### src/rtl/llsc_ctrl_pkg.sv
// Shared definitions for the LL/SC reservation controller: state encoding and
// default reservation granularity / expiry.
package llsc_ctrl_pkg;

  typedef enum logic [1:0] {
    IDLE  = 2'd0,
    RESV  = 2'd1,
    SC_WR = 2'd2
  } llsc_state_e;

  localparam int GRAN_DEF    = 2;
  localparam int TIMEOUT_DEF = 1023;

endpackage

### src/rtl/llsc_ctrl_resv_timer.sv
// Reservation age counter: counts enabled cycles since the last clear and
// flags the cycle in which the count reaches TIMEOUT.
module resv_timer #(
  parameter int TIMEOUT = 1023
) (
  input  logic clk,
  input  logic rst,
  input  logic clear,
  input  logic enable,
  output logic expired
);

  localparam int CW = $clog2(TIMEOUT + 1);

  logic [CW-1:0] cnt;

  always_ff @(posedge clk) begin
    if (rst || clear) begin
      cnt <= '0;
    end else if (enable) begin
      cnt <= cnt + 1'b1;
    end
  end

  // Asserted in the cycle whose increment would bring the age to TIMEOUT.
  assign expired = enable && !clear && (cnt == CW'(TIMEOUT - 1));

endmodule

### src/rtl/llsc_ctrl.sv
// LL/SC reservation controller: tracks one word reservation, resolves SC
// success/failure and issues the conditional store on the memory bus.
module llsc_ctrl
  import llsc_ctrl_pkg::*;
#(
  parameter int GRAN    = GRAN_DEF,
  parameter int TIMEOUT = TIMEOUT_DEF
) (
  input  logic        clk,
  input  logic        rst,
  input  logic        flush,
  input  logic        ll_valid,
  input  logic [31:0] ll_addr,
  input  logic        sc_valid,
  input  logic [31:0] sc_addr,
  input  logic [31:0] sc_data,
  input  logic        snoop_we,
  input  logic [31:0] snoop_addr,
  input  logic        bus_ack,
  output logic        bus_req,
  output logic [31:0] bus_addr,
  output logic [31:0] bus_data,
  output logic        stall_req,
  output logic        sc_done,
  output logic        sc_result,
  output logic        llbit_o
);

  llsc_state_e      state;
  logic [31-GRAN:0] resv_addr;
  logic             flushed;
  logic             snoop_hit;
  logic             sc_hit;
  logic             ll_take;
  logic             timer_clear;
  logic             expired;
  logic             unused_lo;

  assign snoop_hit = snoop_we && (snoop_addr[31:GRAN] == resv_addr);
  assign sc_hit    = sc_addr[31:GRAN] == resv_addr;
  assign unused_lo = ^{ll_addr[GRAN-1:0], sc_addr[GRAN-1:0], snoop_addr[GRAN-1:0]};

  // A pending SC owns the MEM-stage slot, so it is resolved ahead of an LL.
  assign ll_take     = (state != SC_WR) && !flush && !sc_valid && ll_valid;
  assign timer_clear = ll_take || (state != RESV);

  resv_timer #(.TIMEOUT(TIMEOUT)) u_timer (
    .clk     (clk),
    .rst     (rst),
    .clear   (timer_clear),
    .enable  (state == RESV),
    .expired (expired)
  );

  always_ff @(posedge clk) begin
    if (rst) begin
      state     <= IDLE;
      resv_addr <= '0;
      flushed   <= 1'b0;
      bus_req   <= 1'b0;
      bus_addr  <= '0;
      bus_data  <= '0;
      stall_req <= 1'b0;
      sc_done   <= 1'b0;
      sc_result <= 1'b0;
      llbit_o   <= 1'b0;
    end else begin
      sc_done   <= 1'b0;
      sc_result <= 1'b0;
      case (state)
        IDLE, RESV: begin
          if (flush) begin
            state   <= IDLE;
            llbit_o <= 1'b0;
          end else if (sc_valid) begin
            if (state == RESV && sc_hit && !snoop_hit) begin
              state     <= SC_WR;
              bus_req   <= 1'b1;
              stall_req <= 1'b1;
              bus_addr  <= sc_addr;
              bus_data  <= sc_data;
              flushed   <= 1'b0;
            end else begin
              state   <= IDLE;
              llbit_o <= 1'b0;
              sc_done <= 1'b1;
            end
          end else if (ll_take) begin
            state     <= RESV;
            resv_addr <= ll_addr[31:GRAN];
            llbit_o   <= 1'b1;
          end else if (state == RESV && (snoop_hit || expired)) begin
            state   <= IDLE;
            llbit_o <= 1'b0;
          end
        end
        SC_WR: begin
          // The bus write always runs to completion; a flush only hides the result.
          if (bus_ack) begin
            state     <= IDLE;
            llbit_o   <= 1'b0;
            bus_req   <= 1'b0;
            stall_req <= 1'b0;
            sc_done   <= !(flushed || flush);
            sc_result <= !(flushed || flush);
          end else if (flush) begin
            flushed <= 1'b1;
          end
        end
        default: begin
          state   <= IDLE;
          llbit_o <= 1'b0;
        end
      endcase
    end
  end

endmodule

### config.mk
export PLATFORM = sky130hd
export DESIGN_NAME = llsc_ctrl
export DESIGN_NICKNAME = d
export VERILOG_FILES = /design/src/rtl/llsc_ctrl_pkg.sv /design/src/rtl/llsc_ctrl_resv_timer.sv /design/src/rtl/llsc_ctrl.sv
export SDC_FILE = /design/constraint.sdc
export NUM_CORES = 1
export LEC_CHECK = 0
export BUFFER_PORTS_ARGS = -buffer_cell sky130_fd_sc_hd__buf_2
export CORE_UTILIZATION = 50
export CTS_CLUSTER_DIAMETER = 60
export DETAILED_ROUTE_END_ITERATION = 16
export HOLD_SLACK_MARGIN = 0.02
export PLACE_DENSITY = 0.95
export SLEW_MARGIN = 30
export SYNTH_ARGS = -nofsm -noshare
export SYNTH_HDL_FRONTEND = slang
export SYNTH_SLANG_ARGS = --single-unit
### constraint.sdc
create_clock -name clk -period 3.5 [get_ports clk]
set_input_delay 0.35 -clock clk [delete_from_list [all_inputs] [get_ports clk]]
set_output_delay 0.35 -clock clk [all_outputs]
set_load 0.01 [all_outputs]
==> impl_metrics.env, run 1 <==
export IMPL_status="completed"
export IMPL_r2r_start="resv_addr[9]"
export IMPL_syn_area_mm2=0.00470
export IMPL_reg2reg_slack_ps=860
export IMPL_cp_data_required_time_ps=3710
export IMPL_post_cts_hold_buffer_count=0
export IMPL_dpl_hpwl_um=9680
export IMPL_clkTransAtPathRegs_ps=120
export IMPL_wirelength_um=12600
export IMPL_holdWs_ps=201
export IMPL_synth_seq_cells=111
export IMPL_setup_ws_ps=864
export IMPL_min_path_cells=3
export IMPL_setup_viol=0
export IMPL_ant_nets=0
export IMPL_yosysUniqueCellTypes=29
export IMPL_crit_path_end_kind="flip-flop"
export IMPL_numCtsBuffers=9
export IMPL_hold_start="ll_addr[23]"
export IMPL_grt_pass1_vias=4154
export IMPL_final_cell_mix="buf_2, dfxtp_1, nor2_1, mux2i_1, nand2_1"
export IMPL_clk_latency_ps=370
export IMPL_area_growth_pct=26.4
export IMPL_fmax_ghz=0.379
export IMPL_routed_via_density=5.24
export IMPL_vdd_drop_max_mv=0.285
export IMPL_grt_first_pass_wirelength_um=19500
export IMPL_yosys_warnings=0
export IMPL_postCtsSetupBuffers=0
export IMPL_async_reset_ff_share_pct=0
export IMPL_layout_drive_gt1_share_pct=32.2
export IMPL_syn_inst=501
export IMPL_hold_path_class="input port to flip-flop"
export IMPL_clock_skew_ps=20.9
export IMPL_dr_pass1_iters=4
export IMPL_die_w_um=99.0
export IMPL_crit_type="flip-flop to flip-flop"
export IMPL_fin_nets=825
export IMPL_tightest_slew_ps=693
export IMPL_drv_cap=0
export IMPL_startpoint_type="flip-flop"
export IMPL_synth_nets=638
export IMPL_synth_edf_count=0
export IMPL_grt_max_degree=70
export IMPL_die_h_um=99.0
export IMPL_post_place_cells=788
export IMPL_period_needed_ps=2640
export IMPL_vias=4211
export IMPL_start_util_pct=51.4
export IMPL_cts_sinks=111
export IMPL_pwr_density_cell_mw_per_mm2=373
export IMPL_io_buffers=199
export IMPL_rsz0062_at_grt="no"
export IMPL_final_cells=804
export IMPL_crit_fanout=32
export IMPL_final_setup_tns_ps=0
export IMPL_io_pins=204
export IMPL_cts_tree="done"
export IMPL_rows=35
export IMPL_design_area_mm2=0.00594
export IMPL_finalMaxSlewViolations=0
export IMPL_cts_path_max_buffers=2
export IMPL_htreeDepth=3
export IMPL_whs_endpoint="resv_addr[21]"
export IMPL_hold_violations=0
export IMPL_rr_endpoint="bus_data[30]"
export IMPL_fin_crit_sh_pct=75.3
export IMPL_core_area_mm2=0.00915
export IMPL_grt_usage_pct=25.4
export IMPL_grt_overflow=0
export IMPL_final_common_cell="buf_2"
export IMPL_synth_ff_type="dfxtp_1"
export IMPL_relSlewSlack_pct=53.8
export IMPL_power_mw=2.21
export IMPL_place_area_mm2=0.00576
export IMPL_pre_cts_ws_ps=819
export IMPL_die_area_mm2=0.00979
export IMPL_avgSynthCellArea_um2=9.38
export IMPL_critPathArrivalTime_ps=2840
export IMPL_r2r_cells=7
export IMPL_remaining_drc_errors=0
export IMPL_place_gp_congestion=0.810
export IMPL_cts_root_buffer_cell="clkbuf_8"
export IMPL_antenna_found_initial=0
export IMPL_wl_per_cell_um=15.7
export IMPL_antenna_cells=0
export IMPL_postCtsResizedCells=0
export IMPL_yosysSeqAreaShare_pct=47.3
export IMPL_nFillCells=742
export IMPL_drt_iter0_markers=150
export IMPL_final_util_pct=64.9
export IMPL_p_leak_nw=2.53
-- worst max-delay path by stage --
stage | depth (start not counted) | from | slack [ps] | end
global placement | 8 | sc_addr[3] | 950 | bus_data[1]
CTS | 7 | resv_addr[0] | 940 | bus_data[30]
global route | 7 | state[1] | 840 | bus_data[30]
finish | 7 | resv_addr[9] | 860 | bus_data[30]
floorplan | 8 | sc_addr[11] | 1390 | bus_addr[0]
detailed placement | 8 | sc_addr[11] | 820 | bus_data[30]
-- critical path: stages, from the launching register on --
cell and delay (ps):
dfxtp_1 360, xor2_1 150, nor4_1 460, nand4_1 290, a2111oi_4 550, buf_12 280
mux2i_1 260, nor2_1 90
-- state kept, by name, summed over array words and instances (netlist names), 2 cells and up --
register	flops
bus_data	32
resv_addr	30
bus_addr	32
state	2
u_timer.cnt	10
-- cells by family (layout without fill, tap and decap cells) --
logic type | Yosys count | count (layout) | share of synthesized area (%)
xor gates and xnor gates | 68 | 68 | 12.7
and+or+nand+nor | 188 | 188 | 17.9
buffers and inverters | 29 | 221 | 3.19
adders and majority gates | 2 | 2 | 0.532
AOI/OAI and AO/OA | 39 | 39 | 4.82
muxes | 64 | 64 | 13.6
DFF | 111 | 111 | 47.3
-- synth_stat cells, drive strengths merged (2+ instances only) --
cell type | instances | area, um^2
nor3 | 2 | 10.0
ha | 2 | 25.0
clkbuf | 19 | 71.3
o21ai | 2 | 10.0
a21oi | 31 | 155
inv | 2 | 7.51
nand4 | 11 | 68.8
nor4 | 12 | 87.6
dfxtp | 111 | 2220
nand2 | 63 | 236
nand2b | 3 | 18.8
nor2b | 2 | 12.5
and4 | 4 | 35.0
a31oi | 3 | 18.8
or3 | 2 | 12.5
nand3 | 3 | 15.0
nor2 | 80 | 300
xnor2 | 32 | 280
nand3b | 2 | 15.0
buf | 8 | 71.3
nor3b | 3 | 22.5
xor2 | 36 | 315
mux2i | 64 | 641
-- layout make-up --
class                   count  area, um^2  share of cell area [%]
well taps                 111         139                    2.34
inverters                   2        7.51                   0.126
multi-input cells         361        2330                    39.3
clock inverters             6        56.3                   0.948
flip-flops and latches    111        2220                    37.4
clock buffers              10         128                    2.15
repair buffers            203        1050                    17.7
-- report_power, final --
| part | internal, mW | total [mW] | switching [mW] |
|---|---|---|---|
| Clock | 0.273 | 0.723 | 0.450 |
| Sequential | 1.28 | 1.29 | 0.0140 |
| Combinational | 0.0974 | 0.202 | 0.105 |
| Total | 1.65 | 2.21 | 0.569 |
-- metal layers --
metal / vias up / global-route usage [%] / wire length (um)
li1: 2047 / - / -
met1: 1969 / 29.7 / 5350
met2: 165 / 44.4 / 6070
met3: 30 / 6.03 / 798
met4: 0 / 10.6 / 373
met5: - / 0 / 0
(Power assumes the default switching activity.)
==> inputs of run 2 (changes only) <==
--- a/config.mk
+++ b/config.mk
@@ -6,11 +6,11 @@
 export NUM_CORES = 1
 export LEC_CHECK = 0
 export BUFFER_PORTS_ARGS = -buffer_cell sky130_fd_sc_hd__buf_2
-export CORE_UTILIZATION = 50
+export CORE_UTILIZATION = 47
 export CTS_CLUSTER_DIAMETER = 60
 export DETAILED_ROUTE_END_ITERATION = 16
 export HOLD_SLACK_MARGIN = 0.02
-export PLACE_DENSITY = 0.95
+export PLACE_DENSITY = 0.9
 export SLEW_MARGIN = 30
 export SYNTH_ARGS = -nofsm -noshare
 export SYNTH_HDL_FRONTEND = slang
==> constraint.sdc (replaced) <==
create_clock -name clk -period 2.6 [get_ports clk]
set_input_delay 0.26 -clock clk [delete_from_list [all_inputs] [get_ports clk]]
set_output_delay 0.26 -clock clk [all_outputs]
set_load 0.01 [all_outputs]
==> run 2 against run 1 <==
  * Clock power increased by 37%
  * Utilization decreased by 3.2 points
  * Largest power group unchanged
  * Power increased by 36%
  * Largest cell class unchanged
  * Maximum frequency increased by 9.2%
  * Final area increased by 1.1%
  * First-iteration DRC count decreased by 31%
  * Register-to-register slack got worse by 680 ps
==> impl_metrics.env, run 2 (synthesis gave the netlist of run 1 again) <==
export IMPL_status="completed"
export IMPL_cts_sinks=111
export IMPL_fin_crit_sh_pct=92.8
export IMPL_clk_latency_ps=360
export IMPL_io_buffers=199
export IMPL_remaining_drc_errors=0
export IMPL_final_setup_tns_ps=0
export IMPL_postCtsResizedCells=0
export IMPL_area_growth_pct=27.8
export IMPL_routed_via_density=4.99
export IMPL_dpl_hpwl_um=9840
export IMPL_cts_root_buffer_cell="clkbuf_8"
export IMPL_dr_pass1_iters=4
export IMPL_design_area_mm2=0.00601
export IMPL_clkTransAtPathRegs_ps=110
export IMPL_clock_skew_ps=9.89
export IMPL_post_cts_hold_buffer_count=0
export IMPL_vdd_drop_max_mv=0.380
export IMPL_place_gp_congestion=0.797
export IMPL_rsz0062_at_grt="no"
export IMPL_reg2reg_slack_ps=190
export IMPL_critPathArrivalTime_ps=2650
export IMPL_grt_use_met1_pct=28.8
export IMPL_numCtsBuffers=9
export IMPL_finalMaxSlewViolations=0
export IMPL_tightest_slew_ps=672
export IMPL_antenna_found_initial=0
export IMPL_die_h_um=102
export IMPL_busiest_layer="met2"
export IMPL_cp_data_required_time_ps=2830
export IMPL_drv_cap=0
export IMPL_holdWs_ps=117
export IMPL_die_w_um=102
export IMPL_cts_tree="done"
export IMPL_layout_drive_gt1_share_pct=32.7
export IMPL_grt_usage_pct=24.6
export IMPL_rows=36
export IMPL_critPathSlowestCell="a2111oi_4"
export IMPL_wirelength_um=12800
export IMPL_setup_viol=0
export IMPL_core_area_mm2=0.00973
export IMPL_start_util_pct=48.3
export IMPL_crit_path_end_kind="flip-flop"
export IMPL_final_cell_mix="buf_2, dfxtp_1, nor2_1, mux2i_1, nand2_1"
export IMPL_ant_nets=0
export IMPL_io_pins=204
export IMPL_vias=4145
export IMPL_htreeDepth=3
export IMPL_crit_family="simple AND/OR/NAND/NOR gates"
export IMPL_startpoint_type="flip-flop"
export IMPL_postCtsSetupBuffers=0
export IMPL_cts_path_max_buffers=2
export IMPL_fmax_ghz=0.414
export IMPL_cp_num_buf_inv=1
export IMPL_grt_overflow=0
export IMPL_relSlewSlack_pct=55.2
export IMPL_grt_first_pass_wirelength_um=19500
export IMPL_setup_ws_ps=186
export IMPL_pre_cts_ws_ps=86.5
export IMPL_hold_violations=0
export IMPL_period_needed_ps=2410
export IMPL_hold_start="ll_addr[13]"
export IMPL_crit_type="flip-flop to flip-flop"
export IMPL_fin_nets=830
export IMPL_wl_per_cell_um=15.4
export IMPL_grt_use_met2_pct=43.4
export IMPL_place_area_mm2=0.00582
export IMPL_pwr_density_cell_mw_per_mm2=500
export IMPL_top_regs="bus_addr (32), bus_data (32), resv_addr (30)"
export IMPL_hold_path_class="input port to flip-flop"
export IMPL_grt_pass1_vias=4026
export IMPL_grt_max_degree=67
export IMPL_r2r_start="resv_addr[23]"
export IMPL_drt_iter0_markers=103
export IMPL_max_stage_delay_ps=510
export IMPL_final_common_cell="buf_2"
export IMPL_antenna_cells=0
export IMPL_timing_critical_path_from="resv_addr[23]"
export IMPL_p_leak_nw=2.55
export IMPL_final_util_pct=61.7
export IMPL_die_area_mm2=0.0104
export IMPL_nFillCells=874
export IMPL_crit_chain="xor2_1 -> nor4_1 -> nand4_1 -> a2111oi_4 -> buf_12 -> mux2i_1 -> nor2_1"
export IMPL_crit_fanout=33
export IMPL_met3_usage_pct=5.27
run 2: cell types whose count changed in the layout (fill, tap and decap cells not counted), sizes merged:
cell | previous run | this run
buf | 203 | 208
clkbuf | 10 | 12
clkinv | 4 | 1
clkinvlp | 0 | 2
inv | 4 | 3
run 2: through the flow:
stage	total power [mW]	cells
floorplan	1.89	501
global placement	2.04	815
detailed placement	2.05	815
CTS	3.02	831
global route	3.11	831
finish	3.00	831
run 2: worst paths after layout:
path / end / cells past startpoint
worst max-delay path: bus_addr[16] / 7
worst min-delay path: resv_addr[11] / 3
worst max register to register: bus_addr[16] / 7
worst min register to register: u_timer.cnt[0] / 1
run 2: cell type report:
class | count | area (um^2) | share of cell area [%]
Multi-Input combinational cell | 361 | 2330 | 38.9
Inverter | 2 | 7.51 | 0.125
Clock buffer | 12 | 155 | 2.58
Timing Repair Buffer | 208 | 1090 | 18.2
Clock inverter | 4 | 28.8 | 0.479
Sequential cell | 111 | 2220 | 37.0
Tap cell | 133 | 166 | 2.77
run 2: per-layer routing:
layer / wire length [um] / vias to the layer above
li1: - / 2061
met1: 5250 / 1926
met2: 6530 / 137
met3: 722 / 21
met4: 329 / 0
met5: 0 / -
run 2: tightest hold or removal path, stage by stage:
cell and delay [ps]:
buf_2 90, nand2_1 40, a21oi_1 50
run 2: report_power, final:
group | leakage [nW] | total (mW) | switching [mW] | internal (mW)
combinational | 1.56 | 0.274 | 0.141 | 0.133
sequential | 0.896 | 1.74 | 0.0191 | 1.72
clock | 0.0890 | 0.991 | 0.586 | 0.405
==> inputs of run 3 (changes only) <==
--- a/config.mk
+++ b/config.mk
@@ -6,12 +6,15 @@
 export NUM_CORES = 1
 export LEC_CHECK = 0
 export BUFFER_PORTS_ARGS = -buffer_cell sky130_fd_sc_hd__buf_2
-export CORE_UTILIZATION = 47
+export CORE_ASPECT_RATIO = 0.7
+export CORE_UTILIZATION = 48
 export CTS_CLUSTER_DIAMETER = 60
 export DETAILED_ROUTE_END_ITERATION = 16
+export GPL_TIMING_DRIVEN = 0
 export HOLD_SLACK_MARGIN = 0.02
-export PLACE_DENSITY = 0.9
+export PLACE_DENSITY = 0.91
 export SLEW_MARGIN = 30
 export SYNTH_ARGS = -nofsm -noshare
 export SYNTH_HDL_FRONTEND = slang
+export SYNTH_HIERARCHICAL = 1
 export SYNTH_SLANG_ARGS = --single-unit
==> run 3 against run 2 <==
  * Register-to-register slack worse by 170 ps
  * Synthesized cell count rose by 4.8%
  * Synthesized area increased by 3.2%
  * Final cell count increased by 4.6%
  * Sequential power hardly changed
  * Clock skew rose by 2.3 ps
  * Wire length grew 9.3%
==> impl_metrics.env, run 3 <==
export IMPL_status="completed"
export IMPL_antenna_found_initial=0
export IMPL_final_setup_tns_ps=0
export IMPL_cp_num_buf_inv=3
export IMPL_io_buffers=199
export IMPL_timing_critical_path_from="resv_addr[28]"
export IMPL_cts_sinks=111
export IMPL_intPower_mw=2.57
export IMPL_grt_pass1_vias=4321
export IMPL_yosysUniqueCellTypes=37
export IMPL_tightest_slew_ps=712
export IMPL_startpoint_type="flip-flop"
export IMPL_vias=4568
export IMPL_period_needed_ps=2580
export IMPL_rows=30
export IMPL_max_stage_delay_ps=470
export IMPL_crit_family="simple AND/OR/NAND/NOR gates"
export IMPL_clk_latency_ps=350
export IMPL_wirelength_um=14000
export IMPL_yosys_warnings=6
export IMPL_fin_nets=873
export IMPL_cts_path_max_buffers=2
export IMPL_ant_nets=0
export IMPL_drt_iter0_markers=313
export IMPL_final_common_cell="buf_2"
export IMPL_die_area_mm2=0.0105
export IMPL_p_clk_share_pct=40.0
export IMPL_async_reset_ff_share_pct=0
export IMPL_nFillCells=768
export IMPL_hold_path_class="input port to flip-flop"
export IMPL_r2r_start="resv_addr[28]"
export IMPL_pwr_share_comb_pct=9.0
export IMPL_yosysSeqAreaShare_pct=45.8
export IMPL_yosys_area_top_type_share_pct=45.8
export IMPL_critPathArrivalTime_ps=2800
export IMPL_grt_first_pass_wirelength_um=21500
export IMPL_crit_fanout=10
export IMPL_crit_type="flip-flop to flip-flop"
export IMPL_syn_area_mm2=0.00485
export IMPL_hold_violations=0
export IMPL_synth_ff_type="dfxtp_1"
export IMPL_power_mw=3.40
export IMPL_syn_inst=525
export IMPL_synth_top_cells_by_count="dfxtp_1, nor2_1, nand2_1"
export IMPL_critPathSlowestCell="dfxtp_1"
export IMPL_start_util_pct=49.7
export IMPL_power_frac_seq_pct=51.0
export IMPL_place_gp_congestion=0.968
export IMPL_dpl_hpwl_um=11000
export IMPL_cts_tree="done"
export IMPL_area_growth_pct=30.3
export IMPL_p_leak_nw=2.65
export IMPL_cp_data_required_time_ps=2820
export IMPL_fmax_ghz=0.387
export IMPL_p_sw_uw=833
export IMPL_grt_max_degree=19
export IMPL_hold_start="sc_data[13]"
export IMPL_clock_skew_ps=12.2
export IMPL_synth_seq_cells=111
export IMPL_drv_cap=0
export IMPL_routed_via_density=5.26
export IMPL_wl_per_cell_um=16.1
export IMPL_worst_path_most_repeated_cell="buf_6"
export IMPL_setup_viol=0
export IMPL_cts_root_buffer_cell="clkbuf_16"
export IMPL_synth_area_leader_cell="dfxtp_1"
export IMPL_io_pins=204
export IMPL_remaining_drc_errors=0
export IMPL_numCtsBuffers=9
export IMPL_die_h_um=86.1
export IMPL_final_cell_mix="buf_2, dfxtp_1, nor2_1, nand2_1, mux2i_1"
export IMPL_die_w_um=122
export IMPL_antenna_cells=0
export IMPL_crit_path_end_kind="flip-flop"
export IMPL_fin_crit_sh_pct=99.4
export IMPL_dr_pass1_iters=4
export IMPL_top_regs="bus_addr (32), bus_data (32), resv_addr (30)"
export IMPL_clkTransAtPathRegs_ps=80
export IMPL_grt_usage_pct=26.9
export IMPL_synth_area_leaders="dfxtp_1, mux2i_1, xor2_1"
export IMPL_avgSynthCellArea_um2=9.24
export IMPL_synth_nets=662
export IMPL_relSlewSlack_pct=52.1
export IMPL_crit_chain="xor2_1 -> nor4_2 -> nand4_1 -> a2111oi_4 -> buf_4 -> buf_6 -> buf_6 -> mux2i_1 -> nor2_1"
export IMPL_vdd_drop_max_mv=0.344
export IMPL_core_area_mm2=0.00976
export IMPL_finalMaxSlewViolations=0
export IMPL_synth_edf_count=0
export IMPL_grt_overflow=0
export IMPL_pwr_density_cell_mw_per_mm2=539
export IMPL_htreeDepth=3
export IMPL_layout_drive_gt1_share_pct=31.3
export IMPL_synth_most_common_cell="dfxtp_1"
export IMPL_swShare_pct=24.5
[run 3: changes by cell type in the layout (fill, tap and decap cells not counted), sizes merged, moves of 5 or more]
cell / before / now
nand4: 11 / 19
nand2: 63 / 68
a21oi: 31 / 36
nor2: 80 / 75
clkbuf: 12 / 30
[run 3: repair_timing]
| item | in CTS | in global routing |
|---|---|---|
| gates resized for setup | 0 | 2 |
| endpoints found under the hold margin | 0 | 0 |
| buffers inserted | 0 | 1 |
| endpoints found under the setup margin | 29 | 30 |
| pin swaps | 1 | 1 |
| hold buffers | 0 | 0 |
[run 3: metal layers]
layer / wire length [um] / vias up / global-route usage [%]
met5: 0 / - / 0
li1: - / 2198 / -
met1: 6000 / 2094 / 34.1
met4: 327 / 0 / 9.31
met2: 6150 / 249 / 43.2
met3: 1550 / 27 / 8.51
[run 3: cells by family (layout without fill, tap and decap cells)]
logic type               Yosys count  count (layout)  share of synthesized area [%]
XOR/XNOR                          64              64                           11.5
AND/OR/NAND/NOR                  201             201                           19.2
buffers and inverters             31             247                           3.35
flip-flops                       111             111                           45.8
adder cells (fa/ha/maj)            2               2                          0.516
multiplexers                      64              64                           13.2
AO/OA/AOI/OAI                     52              52                           6.42
[run 3: area by class of cell]
| class | count | area, um^2 | share of cell area [%] |
|---|---|---|---|
| plain buffers | 27 | 148 | 2.34 |
| clock buffers | 12 | 256 | 4.06 |
| clock inverters | 4 | 36.3 | 0.574 |
| inverters | 4 | 15.0 | 0.237 |
| multi-input cells | 383 | 2480 | 39.2 |
| flip-flops and latches | 111 | 2220 | 35.1 |
| well taps | 128 | 160 | 2.53 |
| repair buffers | 200 | 1000 | 15.9 |
[run 3: final timing paths]
| path | to | cells after the start | slack [ps] |
|---|---|---|---|
| worst min register to register | sc_result | 1 | 440 |
| worst min-delay path | bus_data[13] | 3 | 140 |
| worst max-delay path | bus_addr[31] | 9 | 20 |
| worst max register to register | bus_addr[31] | 9 | 20 |
[run 3: worst reg2reg max path, cell delays in order (launching register included)]
cell and delay [ps]:
dfxtp_1 470, xor2_1 160, nor4_2 350, nand4_1 230
a2111oi_4 350, buf_4 210, buf_6 210, buf_6 200
mux2i_1 220, nor2_1 50
[run 3: per-stage QoR]
| stage | setup WS [ps] | std cells | hold WS [ps] | area (um^2) | util [%] |
|---|---|---|---|---|---|
| CTS | 16.4 | 868 | 134 | 6300 | 64.6 |
| global route | -9.85 | 869 | 141 | 6320 | 64.8 |
| detailed placement | -95.8 | 852 | 423 | 6010 | 61.6 |
| finish | 15.9 | 869 | 140 | 6320 | 64.8 |
| floorplan | 519 | 525 | 347 | 4850 | - |
| global placement | 46.9 | 852 | 436 | 6010 | 61.6 |
[run 3: power by group through the flow]
stage	Clock (mW)	Combinational (mW)	Sequential, mW
2_1_floorplan	0	0.131	1.77
3_3_place_gp	0	0.290	1.77
3_5_place_dp	0	0.296	1.78
4_1_cts	1.38	0.299	1.73
5_1_grt	1.46	0.328	1.74
6_report	1.36	0.306	1.74
